[src/rtl/cpu_ctrl_seq.sv]
// Multi-cycle control sequencer for the 6502 core: steps through fetch, operand,
// pointer, fix-up, memory and read-modify-write cycles using a ready/wait handshake.
module cpu_ctrl_seq #(
  parameter int unsigned PAGE_PENALTY = 1,
  parameter int unsigned RMW_EN       = 1,
  parameter int unsigned MAX_WAIT     = 15,
  parameter int unsigned CYC_W        = 4
) (
  input  logic             clk_i,
  input  logic             rst_i,
  input  logic [3:0]       addr_mode_i,
  input  logic             is_store_i,
  input  logic             is_rmw_i,
  input  logic             page_cross_i,
  input  logic             halt_i,
  input  logic             mem_ready_i,
  output logic             mem_req_o,
  output logic             mem_we_o,
  output logic [2:0]       addr_sel_o,
  output logic             pc_inc_o,
  output logic             ir_load_o,
  output logic             instr_done_o,
  output logic             bus_err_o,
  output logic [CYC_W-1:0] cyc_cnt_o,
  output logic [3:0]       state_o
);

  typedef enum logic [3:0] {
    S_FETCH  = 4'd0,
    S_OP1    = 4'd1,
    S_OP2    = 4'd2,
    S_PTR_LO = 4'd3,
    S_PTR_HI = 4'd4,
    S_FIX    = 4'd5,
    S_MEM    = 4'd6,
    S_MODIFY = 4'd7,
    S_WRITE  = 4'd8
  } state_e;

  localparam logic [3:0] M_IMPL = 4'd0;
  localparam logic [3:0] M_IMM  = 4'd1;
  localparam logic [3:0] M_ZP   = 4'd2;
  localparam logic [3:0] M_ZPX  = 4'd3;
  localparam logic [3:0] M_ZPY  = 4'd4;
  localparam logic [3:0] M_ABS  = 4'd5;
  localparam logic [3:0] M_ABSX = 4'd6;
  localparam logic [3:0] M_ABSY = 4'd7;
  localparam logic [3:0] M_INDX = 4'd8;
  localparam logic [3:0] M_INDY = 4'd9;

  localparam logic [2:0] SEL_PC  = 3'd0;
  localparam logic [2:0] SEL_ZP  = 3'd1;
  localparam logic [2:0] SEL_PTR = 3'd2;
  localparam logic [2:0] SEL_EA  = 3'd3;

  localparam int unsigned       WAIT_W   = (MAX_WAIT > 0) ? $clog2(MAX_WAIT + 1) : 1;
  localparam logic [WAIT_W-1:0] WAIT_MAX = WAIT_W'(MAX_WAIT);

  state_e             state_q, state_d, nxt;
  logic [WAIT_W-1:0]  wait_q, wait_d;
  logic [CYC_W-1:0]   run_q, run_d, run_inc;
  logic [CYC_W-1:0]   cyc_q, cyc_d;
  logic               halted, hs, retire, timeout, zp_mode, we_raw;

  always_ff @(posedge clk_i) begin
    if (rst_i) begin
      state_q <= S_FETCH;
      wait_q  <= '0;
      run_q   <= '0;
      cyc_q   <= '0;
    end else begin
      // NOTE: sequential state uses non-blocking assignments so every register samples pre-edge values.
      state_q <= state_d;
      wait_q  <= wait_d;
      run_q   <= run_d;
      cyc_q   <= cyc_d;
    end
  end

  always_comb begin
    // NOTE: every output and next-state value gets a default first, so no path can infer a latch.
    state_d    = state_q;
    wait_d     = wait_q;
    run_d      = run_q;
    cyc_d      = cyc_q;
    nxt        = state_q;
    addr_sel_o = SEL_PC;
    we_raw     = 1'b0;
    pc_inc_o   = 1'b0;
    ir_load_o  = 1'b0;

    halted    = (state_q == S_FETCH) && halt_i;
    mem_req_o = !rst_i && !halted;
    hs        = mem_req_o && mem_ready_i;
    zp_mode   = addr_mode_i inside {M_ZP, M_ZPX, M_ZPY};

    case (state_q)
      S_FETCH: begin
        nxt       = S_OP1;
        ir_load_o = hs;
        pc_inc_o  = hs;
      end
      S_OP1: begin
        // Implied (and undefined) modes do a dummy read without advancing the PC.
        pc_inc_o = hs && (addr_mode_i inside {[M_IMM:M_INDY]});
        case (addr_mode_i)
          M_ZP, M_ZPX, M_ZPY:    nxt = S_MEM;
          M_ABS, M_ABSX, M_ABSY: nxt = S_OP2;
          M_INDX, M_INDY:        nxt = S_PTR_LO;
          default:               nxt = S_FETCH;
        endcase
      end
      S_OP2: begin
        pc_inc_o = hs;
        nxt = ((PAGE_PENALTY != 0) && page_cross_i &&
               (addr_mode_i inside {M_ABSX, M_ABSY})) ? S_FIX : S_MEM;
      end
      S_PTR_LO: begin
        addr_sel_o = SEL_PTR;
        nxt        = S_PTR_HI;
      end
      S_PTR_HI: begin
        addr_sel_o = SEL_PTR;
        nxt = ((PAGE_PENALTY != 0) && page_cross_i && (addr_mode_i == M_INDY)) ? S_FIX : S_MEM;
      end
      S_FIX: begin
        addr_sel_o = SEL_EA;
        nxt        = S_MEM;
      end
      S_MEM: begin
        addr_sel_o = zp_mode ? SEL_ZP : SEL_EA;
        we_raw     = is_store_i && !(is_rmw_i && (RMW_EN != 0));
        nxt        = ((RMW_EN != 0) && is_rmw_i) ? S_MODIFY : S_FETCH;
      end
      S_MODIFY: begin
        addr_sel_o = SEL_EA;
        we_raw     = 1'b1;
        nxt        = S_WRITE;
      end
      S_WRITE: begin
        addr_sel_o = SEL_EA;
        we_raw     = 1'b1;
        nxt        = S_FETCH;
      end
      default: nxt = S_FETCH;
    endcase

    mem_we_o     = we_raw && mem_req_o;
    retire       = hs && (state_q != S_FETCH) && (nxt == S_FETCH);
    timeout      = (MAX_WAIT != 0) && mem_req_o && !mem_ready_i && (wait_q == WAIT_MAX);
    instr_done_o = retire;
    bus_err_o    = timeout;
    run_inc      = (run_q == '1) ? run_q : run_q + CYC_W'(1);

    if (hs) begin
      state_d = nxt;
      wait_d  = '0;
    end else if (timeout) begin
      state_d = S_FETCH;
      wait_d  = '0;
    end else if (mem_req_o && (MAX_WAIT != 0)) begin
      wait_d = wait_q + WAIT_W'(1);
    end

    // The running count includes the retiring cycle itself, hence run_inc on retire.
    if (halted || timeout) begin
      run_d = '0;
    end else if (retire) begin
      cyc_d = run_inc;
      run_d = '0;
    end else begin
      run_d = run_inc;
    end
  end

  assign cyc_cnt_o = cyc_q;
  assign state_o   = state_q;

endmodule

[config.mk]
export PLATFORM = sky130hd
export DESIGN_NAME = cpu_ctrl_seq
export DESIGN_NICKNAME = d
export VERILOG_FILES = /design/src/rtl/cpu_ctrl_seq.sv
export SDC_FILE = /design/constraint.sdc
export NUM_CORES = 1
export LEC_CHECK = 0
export CAP_MARGIN = 10
export CORE_ASPECT_RATIO = 1.25
export CORE_UTILIZATION = 47
export DETAILED_ROUTE_END_ITERATION = 16
export GPL_ROUTABILITY_DRIVEN = 0
export PLACE_DENSITY = 0.78
export SLEW_MARGIN = 20
export SYNTH_ARGS = -nofsm -noshare
export SYNTH_HDL_FRONTEND = slang
export SYNTH_SLANG_ARGS = --single-unit
[constraint.sdc]
create_clock -name clk_i -period 2.5 [get_ports clk_i]
set_clock_uncertainty 0.2 [all_clocks]
set_input_delay 0.25 -clock clk_i [delete_from_list [all_inputs] [get_ports clk_i]]
set_output_delay 0.25 -clock clk_i [all_outputs]
set_load 0.005 [all_outputs]
==> results.toml <==
[floorplan]
initial_core_util = 0.503
rows = 18
die_w_um = 43.2
coreArea_sq_um = 1980
chipHeight_um = 53.5
io_pins = 28
die_area_sq_um = 2310

[placed_design]
portBuffers = 26
place_ws_ps = -148
dp_hpwl_um = 1800

[final_layout]
antenna-diode-count = 0
drive_above_1_share = 0.189
nets = 178
area_delta_synth_final_pct = 44.1

[clock_network]
clock_path_buffers = 2
cts.htree.levels = 1
numCtsBuffers = 3
clk_pin_slew_ps = 100
clk-insertion-delay-late_ps = 290
cts_tree = "yes"
cts-root-buf = "clkbuf_4"
cts_sinks = 16
cts_hold_buf = 0

[grt]
grt_pass1_wl_um = 3970
grt.overflow.total = 0
track_usage = 0.231
antenna_found_initial = 0
grt_max_degree = 14
grt_pass1_vias = 899

[power]
irDropWorstVdd_mv = 0.428
leakagePower_nw = 0.561
power_w = 0.000626
p_per_area_nw_per_um2 = 436

[sta]
fin_crit_sh = 0.965
hold_viol = 0
rsz0062_at_grt = "no"
fmax_mhz = 414
setup_violations = 0
fin_ws_ps = 86.9
finalMaxSlewViolations = 0
fin_crit_ps = 2410

[synth]
synth-compound-area-share = 0.162
synth_simple_gate_area_frac = 0.319
yosys-mux-area-fraction = 0.0829
ys_types = 43
synth-xor-area-share = 0.0440
async_reset_ff_frac = 0
synthFlopType = "dfxtp_1"
synth.avg_cell_area_sq_um = 8.23
synth_area_sq_um = 996
synthCells = 121
synth_edf_count = 0
syn-num-nets = 134
yosysSeqAreaShare = 0.322
synth_top_family_by_area = "simple AND/OR/NAND/NOR gates"
synth-adder-area-share = 0.0251
ys_ff_latch = 16
yosysWarningCount = 0

[route]
drt_first_iter_violations = 19
first_pass_iters = 4
vias = 1017
wl_um = 2380
drtAntennaViolNets = 0
drc = 0
wl_met1_um = 1030
routedWlPerCell_um = 13.0
top_layer = "met4"
wl_met3_um = 104
wl_met2_um = 1210
viasPerCell = 5.53

[critical_path]
crit_type = "input port to register"
path_max_fanout = 3
end_kind = "register"
crit_path_start_kind = "input port"
worst-r2r-cell-count = 7
worstPathArrival_ps = 2440
worstPathRequired_ps = 2520

[run]
drv_cap = 0

[min_path]
min_path_cells = 2
worstHoldPathType = "register to register"

[status]
outcome = "complete, no violations"
[cell usage in the layout (no fill, tap or decap), drive strengths merged, types with 2 or more instances in the layout]
cell type	synthesis	routed
a21oi	4	4
buf	2	18
clkbuf	3	4
clkdlybuf4s50	0	22
dfxtp	16	16
dlygate4sd2	0	3
ha	2	2
inv	2	2
mux2	2	2
mux2i	6	6
nand2	17	17
nand2b	4	4
nand3	5	5
nand3b	2	2
nand4	2	2
nor2	14	14
nor3	5	5
nor4	3	3
o21ai	6	6
o22ai	2	2
xnor2	2	2
xor2	3	3
[registers in the layout, summed over array words and instances, names as in the netlist]
signal and count:
cyc_cnt_o 4, wait_q 4, run_q 4, state_o 4
[report_power, final]
group | switching (W) | internal (W) | total, W
combinational | 0.0000841 | 0.0000910 | 0.000175
sequential | 0.0000108 | 0.000267 | 0.000277
clock | 0.0000850 | 0.0000888 | 0.000174
total | 0.000180 | 0.000446 | 0.000626
[critical path, cell delays in order]
cell and delay, ps:
clkdlybuf4s50_1 480, or3b_4 380, a21oi_2 190, buf_4 130, buf_4 90, buf_4 90, buf_4 90, buf_4 90
buf_4 80, nand2_1 40, a2111o_1 400, a21oi_1 130
[metrics by stage]
| stage | cell area (sq um) | setup TNS, ps | util | cells | hold WS [ps] |
|---|---|---|---|---|---|
| detailed placement | 1340 | -273 | 0.677 | 174 | 259 |
| global placement | 1340 | -207 | 0.677 | 174 | 243 |
| floorplan | 996 | 0 | - | 121 | 119 |
| CTS | 1430 | 0 | 0.722 | 184 | 273 |
| global route | 1440 | 0 | 0.724 | 184 | 291 |
| finish | 1440 | 0 | 0.724 | 184 | 267 |
[path summary, 6_finish.rpt]
| path | start | slack (ps) | end |
|---|---|---|---|
| max | addr_mode_i[2] | 90 | state_o[2] |
| min | cyc_cnt_o[1] | 270 | cyc_cnt_o[1] |
| max reg2reg | state_o[1] | 630 | run_q[2] |
| min reg2reg | cyc_cnt_o[1] | 270 | cyc_cnt_o[1] |
[synth_stat cells (all sizes together) (2+ instances only)]
master,count,area (sq um)
nand2b,4,25.0
dfxtp,16,320
xnor2,2,17.5
clkbuf,3,11.3
a21oi,4,20.0
nand3b,2,15.0
o21ai,6,30.0
xor2,3,26.3
ha,2,25.0
nand2,17,71.3
nand4,2,12.5
nor2,14,60.1
nor3,5,25.0
mux2,2,22.5
mux2i,6,60.1
o22ai,2,12.5
buf,2,18.8
inv,2,7.51
nor4,3,33.8
nand3,5,25.0
[final cells by class]
cell class / count / area (sq um)
Clock buffer: 4 / 36.3
Fill cell: 168 / 547
Inverter: 3 / 11.3
Multi-Input combinational cell: 97 / 648
Sequential cell: 16 / 320
Tap cell: 20 / 25.0
Timing Repair Buffer: 44 / 394
[cell families (layout without fill, tap and decap cells)]
group,Yosys count,count (layout)
and+or+nand+nor,59,59
AOI/OAI and AO/OA,22,22
DFF,16,16
muxes,8,8
buffers and inverters,8,51
xor gates and xnor gates,5,5
adders and majority gates,2,2
other,1,1
[per-layer routing]
layer  GRT usage  vias to the layer above
met4       0.111                        0
li1            -                      518
met5           0                        -
met2       0.413                       29
met1       0.263                      466
met3      0.0375                        4
[what timing repair did]
action / in CTS / in global routing
endpoints found under the hold margin: 0 / 0
setup endpoints to repair: 3 / 3
pin swaps: 1 / 1
setup buffers: 6 / 0
resized for setup: 6 / 2
(Power assumes the default switching activity.)
